### config.mk
export PLATFORM = sky130hd
export DESIGN_NAME = output_fetch_serializer
export DESIGN_NICKNAME = d
export VERILOG_FILES = /design/src/rtl/output_pipe_pkg.sv /design/src/rtl/output_elem_select.sv /design/src/rtl/output_fetch_serializer.sv
export SDC_FILE = /design/constraint.sdc
export NUM_CORES = 1
export LEC_CHECK = 0
export CORE_ASPECT_RATIO = 1.5
export CORE_MARGIN = 5
export CORE_UTILIZATION = 38
export CTS_BUF_LIST = sky130_fd_sc_hd__clkbuf_4 sky130_fd_sc_hd__clkbuf_8
export DETAILED_ROUTE_END_ITERATION = 8
export GPL_ROUTABILITY_DRIVEN = 0
export PLACE_DENSITY = 0.71
export SKIP_CTS_REPAIR_TIMING = 1
export SLEW_MARGIN = 20
export SYNTH_ARGS = -nofsm -noshare
export SYNTH_HDL_FRONTEND = slang
export SYNTH_SLANG_ARGS = --single-unit
### constraint.sdc
create_clock -name clock -period 3.15 [get_ports clock]
set_input_delay 0.7875 -clock clock [delete_from_list [all_inputs] [get_ports clock]]
set_output_delay 0.7875 -clock clock [all_outputs]
set_load 0.01 [all_outputs]
### src/rtl/output_pipe_pkg.sv
// Shared types and elaboration helpers for the output fetch/serialise pipeline.
// Sizes counters and vets parameter combinations at elaboration time.
package output_pipe_pkg;

    typedef enum logic [2:0] {
        IDLE,
        FETCH,
        LOAD,
        SHIFT,
        DRAIN,
        DONE
    } state_t;

    function automatic int elems(input int bus_w, input int elem_w);
        return bus_w / elem_w;
    endfunction

    // Width of a counter that must hold 0..n-1 (never narrower than 1 bit).
    function automatic int cnt_w(input int n);
        return (n <= 2) ? 1 : $clog2(n);
    endfunction

    function automatic bit params_ok(
        input int bus_w,
        input int elem_w,
        input int addr_w,
        input int out_w,
        input int frame_words,
        input int done_delay
    );
        return (elem_w > 0) && (bus_w >= elem_w) && (bus_w % elem_w == 0)
            && (addr_w >= 2) && (addr_w <= 31) && (out_w >= elem_w + 1)
            && (frame_words >= 1) && (frame_words <= (1 << (addr_w - 1)))
            && (done_delay >= 0);
    endfunction

endpackage

### src/rtl/output_elem_select.sv
// Element mux: picks element idx out of a latched bus word and
// packs it as {bank, zero padding, element}.
module output_elem_select
    import output_pipe_pkg::*;
#(
    parameter int BUS_W  = 128,
    parameter int ELEM_W = 8,
    parameter int OUT_W  = 16,
    parameter int IDX_W  = 4
) (
    input  logic [BUS_W-1:0] data,
    input  logic [IDX_W-1:0] idx,
    input  logic             bank,
    output logic [OUT_W-1:0] data_out
);

    localparam int ELEMS = elems(BUS_W, ELEM_W);

    logic [ELEM_W-1:0] elem;

    always_comb begin
        elem = '0;
        for (int k = 0; k < ELEMS; k++) begin
            if (idx == IDX_W'(k)) begin
                elem = data[k*ELEM_W +: ELEM_W];
            end
        end
    end

    always_comb begin
        data_out = '0;
        data_out[ELEM_W-1:0] = elem;
        data_out[OUT_W-1] = bank;
    end

endmodule

### src/rtl/output_fetch_serializer.sv
// Fetches a frame of wide words from a selectable bank and streams them out
// element by element under valid/ready, ending with a delayed done pulse.
module output_fetch_serializer
    import output_pipe_pkg::*;
#(
    parameter int BUS_W       = 128,
    parameter int ELEM_W      = 8,
    parameter int ADDR_W      = 16,
    parameter int OUT_W       = 16,
    parameter int FRAME_WORDS = 19200,
    parameter int DONE_DELAY  = 12
) (
    input  logic              clock,
    input  logic              reset,
    input  logic              start,
    input  logic              abort,
    input  logic              base_select,
    input  logic [BUS_W-1:0]  ReadBus,
    output logic              read_en,
    output logic [ADDR_W-1:0] ReadAddress,
    output logic [OUT_W-1:0]  DataOut,
    output logic              out_valid,
    input  logic              out_ready,
    output logic              busy,
    output logic              done
);

    localparam int ELEMS  = elems(BUS_W, ELEM_W);
    localparam int IDX_W  = cnt_w(ELEMS);
    localparam int WORD_W = cnt_w(FRAME_WORDS);
    localparam int DLY_W  = cnt_w(DONE_DELAY);

    localparam logic [IDX_W-1:0]  IDX_LAST  = IDX_W'(ELEMS - 1);
    localparam logic [WORD_W-1:0] WORD_LAST = WORD_W'(FRAME_WORDS - 1);
    localparam logic [DLY_W-1:0]  DLY_LAST  =
        DLY_W'((DONE_DELAY > 0) ? DONE_DELAY - 1 : 0);

    if (!params_ok(BUS_W, ELEM_W, ADDR_W, OUT_W, FRAME_WORDS, DONE_DELAY))
    begin : g_bad_params
        $error("output_fetch_serializer: illegal parameter combination");
    end

    state_t            state;
    state_t            next_state;
    logic              bank;
    logic [BUS_W-1:0]  data_reg;
    logic [IDX_W-1:0]  elem_idx;
    logic [WORD_W-1:0] word_cnt;
    logic [DLY_W-1:0]  dly_cnt;
    logic              xfer;
    logic              accept;

    assign xfer   = (state == SHIFT) && out_ready;
    assign accept = (state == IDLE) && start && !abort;

    always_ff @(posedge clock) begin
        if (reset) begin
            state <= IDLE;
        end else begin
            state <= next_state;
        end
    end

    always_comb begin
        next_state = state;
        read_en    = 1'b0;
        out_valid  = 1'b0;
        busy       = (state != IDLE);
        done       = 1'b0;
        unique case (state)
            IDLE: begin
                if (accept) next_state = FETCH;
            end
            FETCH: begin
                read_en    = 1'b1;
                next_state = LOAD;
            end
            LOAD: next_state = SHIFT;
            SHIFT: begin
                out_valid = 1'b1;
                if (xfer && elem_idx == IDX_LAST) begin
                    if (word_cnt != WORD_LAST) next_state = FETCH;
                    else if (DONE_DELAY == 0)  next_state = DONE;
                    else                       next_state = DRAIN;
                end
            end
            DRAIN: begin
                if (dly_cnt == DLY_LAST) next_state = DONE;
            end
            DONE: begin
                done       = 1'b1;
                next_state = IDLE;
            end
            default: next_state = IDLE;
        endcase
        if (abort) next_state = IDLE;
    end

    // Datapath freezes on abort so DataOut keeps its last value in IDLE.
    always_ff @(posedge clock) begin
        if (reset) begin
            bank        <= 1'b0;
            ReadAddress <= '0;
            data_reg    <= '0;
            elem_idx    <= '0;
            word_cnt    <= '0;
            dly_cnt     <= '0;
        end else if (!abort) begin
            dly_cnt <= (state == DRAIN) ? dly_cnt + 1'b1 : '0;
            if (accept) begin
                bank        <= base_select;
                ReadAddress <= {base_select, {(ADDR_W-1){1'b0}}};
                word_cnt    <= '0;
            end
            if (state == LOAD) begin
                data_reg <= ReadBus;
                elem_idx <= '0;
            end
            if (xfer) begin
                if (elem_idx != IDX_LAST) begin
                    elem_idx <= elem_idx + 1'b1;
                end else if (word_cnt != WORD_LAST) begin
                    word_cnt <= word_cnt + 1'b1;
                    ReadAddress[ADDR_W-2:0] <= ReadAddress[ADDR_W-2:0] + 1'b1;
                end
            end
        end
    end

    output_elem_select #(
        .BUS_W (BUS_W),
        .ELEM_W(ELEM_W),
        .OUT_W (OUT_W),
        .IDX_W (IDX_W)
    ) u_elem_select (
        .data    (data_reg),
        .idx     (elem_idx),
        .bank    (bank),
        .data_out(DataOut)
    );

endmodule

# [Word level (Yosys, flattened, before mapping)]
# Cells that the tools add are included.
[totals] register_bits=170 input_bits=134 out_inout_bits=36 word_cells=86
[op_classes] addsub=4 n_eq_ne=26 muxes=36 bitwise=1 reduce_logical=12
[ops] cell="8-bit two-way mux" n=16
[ops] cell="15-bit two-way mux" n=8
[ops] cell="4-bit equality test, second input constant" n=9
[ops] cell="15-bit by 1-bit adder with 15-bit output, second input constant" n=2
[ops] cell="4-bit by 3-bit equality test with 1-bit output, second input constant" n=4
[ops] cell="4-bit two-way mux" n=4
[ops] cell="15-bit inequality test, second input constant" n=1
[ops] cell="3-bit one-hot mux with 5 select lines" n=1
[ops] cell="3-bit two-way mux" n=4
[ops] cell="4-bit by 1-bit adder with 4-bit output, second input constant" n=2
[ops] cell="4-bit by 2-bit equality test with 1-bit output, second input constant" n=2
[ops] cell="3-bit by 2-bit equality test with 1-bit output, second input constant" n=2
[ops] cell="3-bit equality test, second input constant" n=2
[ops] cell="4-bit by 1-bit equality test with 1-bit output, second input constant" n=1
[ops] cell="1-bit logical AND" n=4
[ops] cell="4-bit logical NOT" n=1
[ops] cell="2-bit inequality test, second input constant" n=2
[ops] cell="4-bit inequality test, second input constant" n=1
[ops] cell="2-bit AND reduction" n=2
[ops] cell="3-bit by 1-bit equality test with 1-bit output, second input constant" n=1
[ops] cell="3-bit logical NOT" n=1
[ops] cell="1-bit two-way mux" n=3
[ops] cell="3-bit AND reduction" n=1
[ops] cell="3-bit nonzero test" n=1
[ops] cell="4 further kinds" n=4

# [Depth between registers and ports, before layout]
[logic_depth] depth_word=17 ltp_mapped=10 ltp_nobuf=7

# [Modules after synthesis]
# From an unflattened synthesis, not the netlist that was laid out.
[hier_totals] cells_unflattened=1056 hier_area_um2=8205.4
[modules_own_cells] module="output_fetch_serializer" n_inst=1 cells_each=858 area_each_um2=6797.8 seq_area_each_um2=3403.3
[modules_own_cells] module="output_elem_select" n_inst=1 cells_each=198 area_each_um2=1407.6 seq_area_each_um2=0.0

# [Worst setup path after synthesis]
# OpenSTA, ideal clock, no wires.
[synth_timing] path_kind="reg-to-output" startpoint="reg elem_idx[1]" endpoint="out DataOut[5]" arrival_ns=2.029 t_required_ns=2.362 slack_ns=0.333 stages_incl_launch_ff=9 path_buffers=2 cell_sequence="dfxtp_1 > inv_1 > ha_1 > clkbuf_1 > clkbuf_1 > or2_2 > o21ai_0 > o211ai_1 > a32oi_1"
[synth_via] elab_chain_len=17 word_cells_on_any_way=32 classes_between="15 x eq/ne; 16 x mux; 1 x reduce/logical"
[synth_rtl] element="from (decl)" line_no="output_fetch_serializer.sv:47" rtl="logic [IDX_W-1:0] elem_idx;"
[synth_rtl] element="from (signal assigned)" line_no="output_fetch_serializer.sv:121" rtl="elem_idx <= elem_idx + 1'b1;"
[synth_rtl] element="4-bit logical NOT" line_no="output_elem_select.sv:24" rtl="if (idx == IDX_W'(k)) begin"
[synth_rtl] element="8-bit two-way mux (15 in a row)" line_no="output_elem_select.sv:24"
[synth_rtl] element="8-bit two-way mux *" line_no="output_elem_select.sv:24"
[synth_rtl] element="to (decl)" line_no="output_fetch_serializer.sv:21" rtl="output logic [OUT_W-1:0] DataOut,"
# Mark *: on every way between the ends. The rest lies on a longest branch, timed or not.

# [Final worst setup path]
[layout_timing] startpoint="reg elem_idx[1]" endpoint="out DataOut[0]"
# The elaborated chain is that of the path after synthesis.

==> impl_metrics.toml <==
[run_status]
run_status = "finished with violations"
violations = "setup timing"

[sta]
worst_pin_slew_ns = 0.653
slew_viol_final = 0
timing.fmax_mhz = 316
hold_viol_final = 0
skew_ns = 0.0155
setup_ws_ns = -0.0152
relSlewSlack = 0.563
fin_crit_sh = 1.00
setup_viol = 1
period_needed_ns = 3.17
rsz0062_at_grt = "true"

[logic_synthesis]
ys.flop_type = "dfxtp_1"
async_flop_share = 0
ys_ff_latch = 170
synth.avg_cell_area_um2 = 7.51
synth_cell_types = 70
synth_edf_count = 0
ys_seq_area_frac = 0.402
syn-cell-area_um2 = 8460
ys.warnings.count = 0
syn_inst = 1127

[global_route]
use_met1 = 0.218
grt.total_usage = 0.205
top_usage_layer = "met2"
grt_max_degree = 115
grt_pass1_wl_um = 41900
grt_pass1_vias = 8174
use_met2 = 0.379
met3_usage = 0.0357
antenna_found_initial = 0
grt_overflow_total = 0

[finish]
diodes = 0
fill_cells = 2155
regArea_um2 = 3410
multiInputGateArea_um2 = 4670
final_core_util = 0.502
finalNonFillerCells = 1579
final_layout_size_suffix_gt1_frac = 0.134
largest_reg_flops = 128
area_delta_synth_final_pct = 31.3
nets = 1431

[clocking]
htree_levels = 4
cts_sinks = 170
clockRootBuffer = "clkbuf_8"
cts_buffers = 17
cts_tree = "done"
cts_max_path_buffers = 2
path_clk_slew_ns = 0.08
insertion_delay_ns = 0.48

[detailed_routing]
drtIter0Drc = 667
ant_nets = 0
via_per_inst = 5.44
wl_per_cell_um = 17.3
remaining_drc_errors = 0
vias = 8584
finalWirelength_um = 27300
firstDrtPassIters = 5

[placed_design]
dp_cells = 1538
io_buffers = 162
hpwlAfterDp_um = 20300

[setup_path]
worstReg2RegEnd = "ReadAddress[6]"
cp_common_cell = "buf_4"
cp_slowest_cell = "dfxtp_4"
critPathMaxFanout = 10
critPathBufInv = 4
critPathKind = "flop to primary output"
cp_top_family = "compound AO/OA/AOI/OAI gates"
reg2reg_slack_ns = 0.83
worstPathArrival_ns = 2.38
r2r-start = "word_cnt[0]"
cp_cell_sequence = "inv_4 > ha_4 > buf_4 > buf_4 > a21oi_1 > o21ai_0 > o211ai_1 > a32oi_1 > buf_2"
worst-r2r-cell-count = 7
cp.required_ns = 2.36
crit_path_start_kind = "flop"
end_kind = "primary output"
slowest_delay_ns = 0.38

[worst_hold_path]
holdCritPathClass = "flop to flop"
hp-start = "data_reg[43]"
worstHoldEndpoint = "data_reg[43]"
holdPathStages = 2

[floorplan]
dieArea_um2 = 25400
boundaryPins = 170
start_util = 0.382
die_w_um = 132
row_count = 67
die_h_um = 193
core-area_um2 = 22100

[pwr]
p_leak_nw = 3.69
ir_drop_mv = 0.224
fin_total_pwr_w = 0.00397
power_density_nw_per_um2 = 357

[flow_run]
maxCapViolations = 0
[cells in the mapped netlist (4+ instances only)]
| cell type | count | area (um2) |
|---|---|---|
| nand2_1 | 329 | 1230 |
| a21oi_1 | 177 | 886 |
| dfxtp_1 | 170 | 3400 |
| clkbuf_1 | 47 | 176 |
| o21ai_0 | 37 | 185 |
| nor2_1 | 30 | 113 |
| buf_2 | 24 | 120 |
| nand3_1 | 24 | 120 |
| inv_1 | 22 | 82.6 |
| a22oi_1 | 16 | 120 |
| buf_4 | 14 | 105 |
| a22o_1 | 12 | 105 |
| buf_6 | 10 | 113 |
| mux2i_1 | 10 | 100 |
| nand3b_1 | 9 | 67.6 |
| o31ai_1 | 9 | 67.6 |
| or3_1 | 9 | 56.3 |
| o221ai_1 | 8 | 70.1 |
| a211oi_1 | 7 | 52.6 |
| a32oi_1 | 7 | 61.3 |
| and3_1 | 7 | 43.8 |
| ha_1 | 7 | 87.6 |
| nor3_1 | 7 | 35.0 |
| o211ai_1 | 7 | 52.6 |
| or4_1 | 7 | 52.6 |
| a31oi_1 | 6 | 37.5 |
| nand4_1 | 6 | 37.5 |
| nor2b_1 | 6 | 37.5 |
| o22ai_1 | 6 | 37.5 |
| a21o_1 | 5 | 37.5 |
| a221oi_1 | 5 | 43.8 |
| and2_1 | 5 | 31.3 |
| nand2b_1 | 5 | 31.3 |
| nor3b_1 | 5 | 37.5 |
| nor4_1 | 5 | 31.3 |
| or2_2 | 5 | 31.3 |
| and3b_1 | 4 | 35.0 |
| buf_1 | 4 | 15.0 |
[power by group]
part | switching, W | total, W | leakage, nW | internal (W)
combinational | 0.000116 | 0.000299 | 2.14 | 0.000183
clock | 0.000829 | 0.00150 | 0.184 | 0.000672
sequential | 0.0000116 | 0.00217 | 1.37 | 0.00216
[logic make-up (layout without fill, tap and decap cells)]
family / after synthesis / in the layout / synth area share
multiplexers: 13 / 13 / 0.0158
adder cells (fa/ha/maj): 7 / 7 / 0.0103
buffers and inverters: 121 / 291 / 0.0723
AO/OA/AOI/OAI: 330 / 330 / 0.238
AND/OR/NAND/NOR: 484 / 484 / 0.260
other: 1 / 7 / 0.000443
flip-flops: 170 / 170 / 0.402
XOR/XNOR: 1 / 1 / 0.00104
[worst max path at each step]
| stage | startpoint | end | slack [ns] | cells past startpoint |
|---|---|---|---|---|
| 2_1_floorplan | elem_idx[1] | DataOut[5] | 0.33 | 8 |
| 3_3_place_gp | elem_idx[1] | DataOut[1] | -0.13 | 9 |
| 3_5_place_dp | elem_idx[1] | DataOut[5] | -0.18 | 9 |
| 4_1_cts | elem_idx[1] | DataOut[5] | -0.73 | 9 |
| 5_1_grt | elem_idx[1] | DataOut[7] | -0.11 | 9 |
| 6_report | elem_idx[1] | DataOut[0] | -0.02 | 9 |
[cells in the final DEF (no fill, tap or decap), types with 7 or more instances in the layout]
cell / n
a21oi_2: 10
o21ai_0: 24
clkbuf_8: 18
o31ai_1: 8
and3_1: 7
nand2_1: 329
a21oi_1: 167
or3_1: 9
clkdlybuf4s50_1: 153
a211oi_1: 7
buf_4: 65
mux2i_1: 10
conb_1: 7
nor2_1: 29
or4_1: 7
buf_2: 7
dfxtp_1: 167
a22o_1: 12
nor3_1: 7
o21ai_1: 15
nand3_1: 24
a22oi_1: 16
nand3b_1: 9
o211ai_1: 7
inv_1: 18
[routing by layer]
| metal | vias to the layer above | wire (um) |
|---|---|---|
| li1 | 4227 | - |
| met1 | 4018 | 10200 |
| met2 | 263 | 14600 |
| met3 | 76 | 1090 |
| met4 | 0 | 1440 |
| met5 | - | 0 |
[worst reg2reg max path, delay by kind of cell (launching register included)]
family                   cells  cell delay [ns]
buffers and inverters        1             0.28
AND/OR/NAND/NOR              3             0.67
adder cells (fa/ha/maj)      1             0.25
flip-flops                   1             0.41
AO/OA/AOI/OAI                2             0.63
[metrics by stage]
step	cell area, um2	hold WS [ns]	setup TNS, ns	setup slack, ns
3_5_place_dp	10500	0.449	-0.972	-0.175
3_3_place_gp	10500	0.438	-0.667	-0.127
2_1_floorplan	8480	0.431	0	0.333
5_1_grt	11100	0.483	-0.541	-0.107
4_1_cts	10800	0.463	-5.32	-0.727
6_report	11100	0.460	-0.0152	-0.0152
[area by class of cell]
class | count | area share
Clock buffer | 20 | 0.0236
Clock inverter | 12 | 0.0102
Sequential cell | 170 | 0.307
Multi-Input combinational cell | 842 | 0.420
Tap cell | 276 | 0.0311
Inverter | 22 | 0.00766
Timing Repair Buffer | 237 | 0.200
No activity file was read; power rests on OpenSTA's default activity.
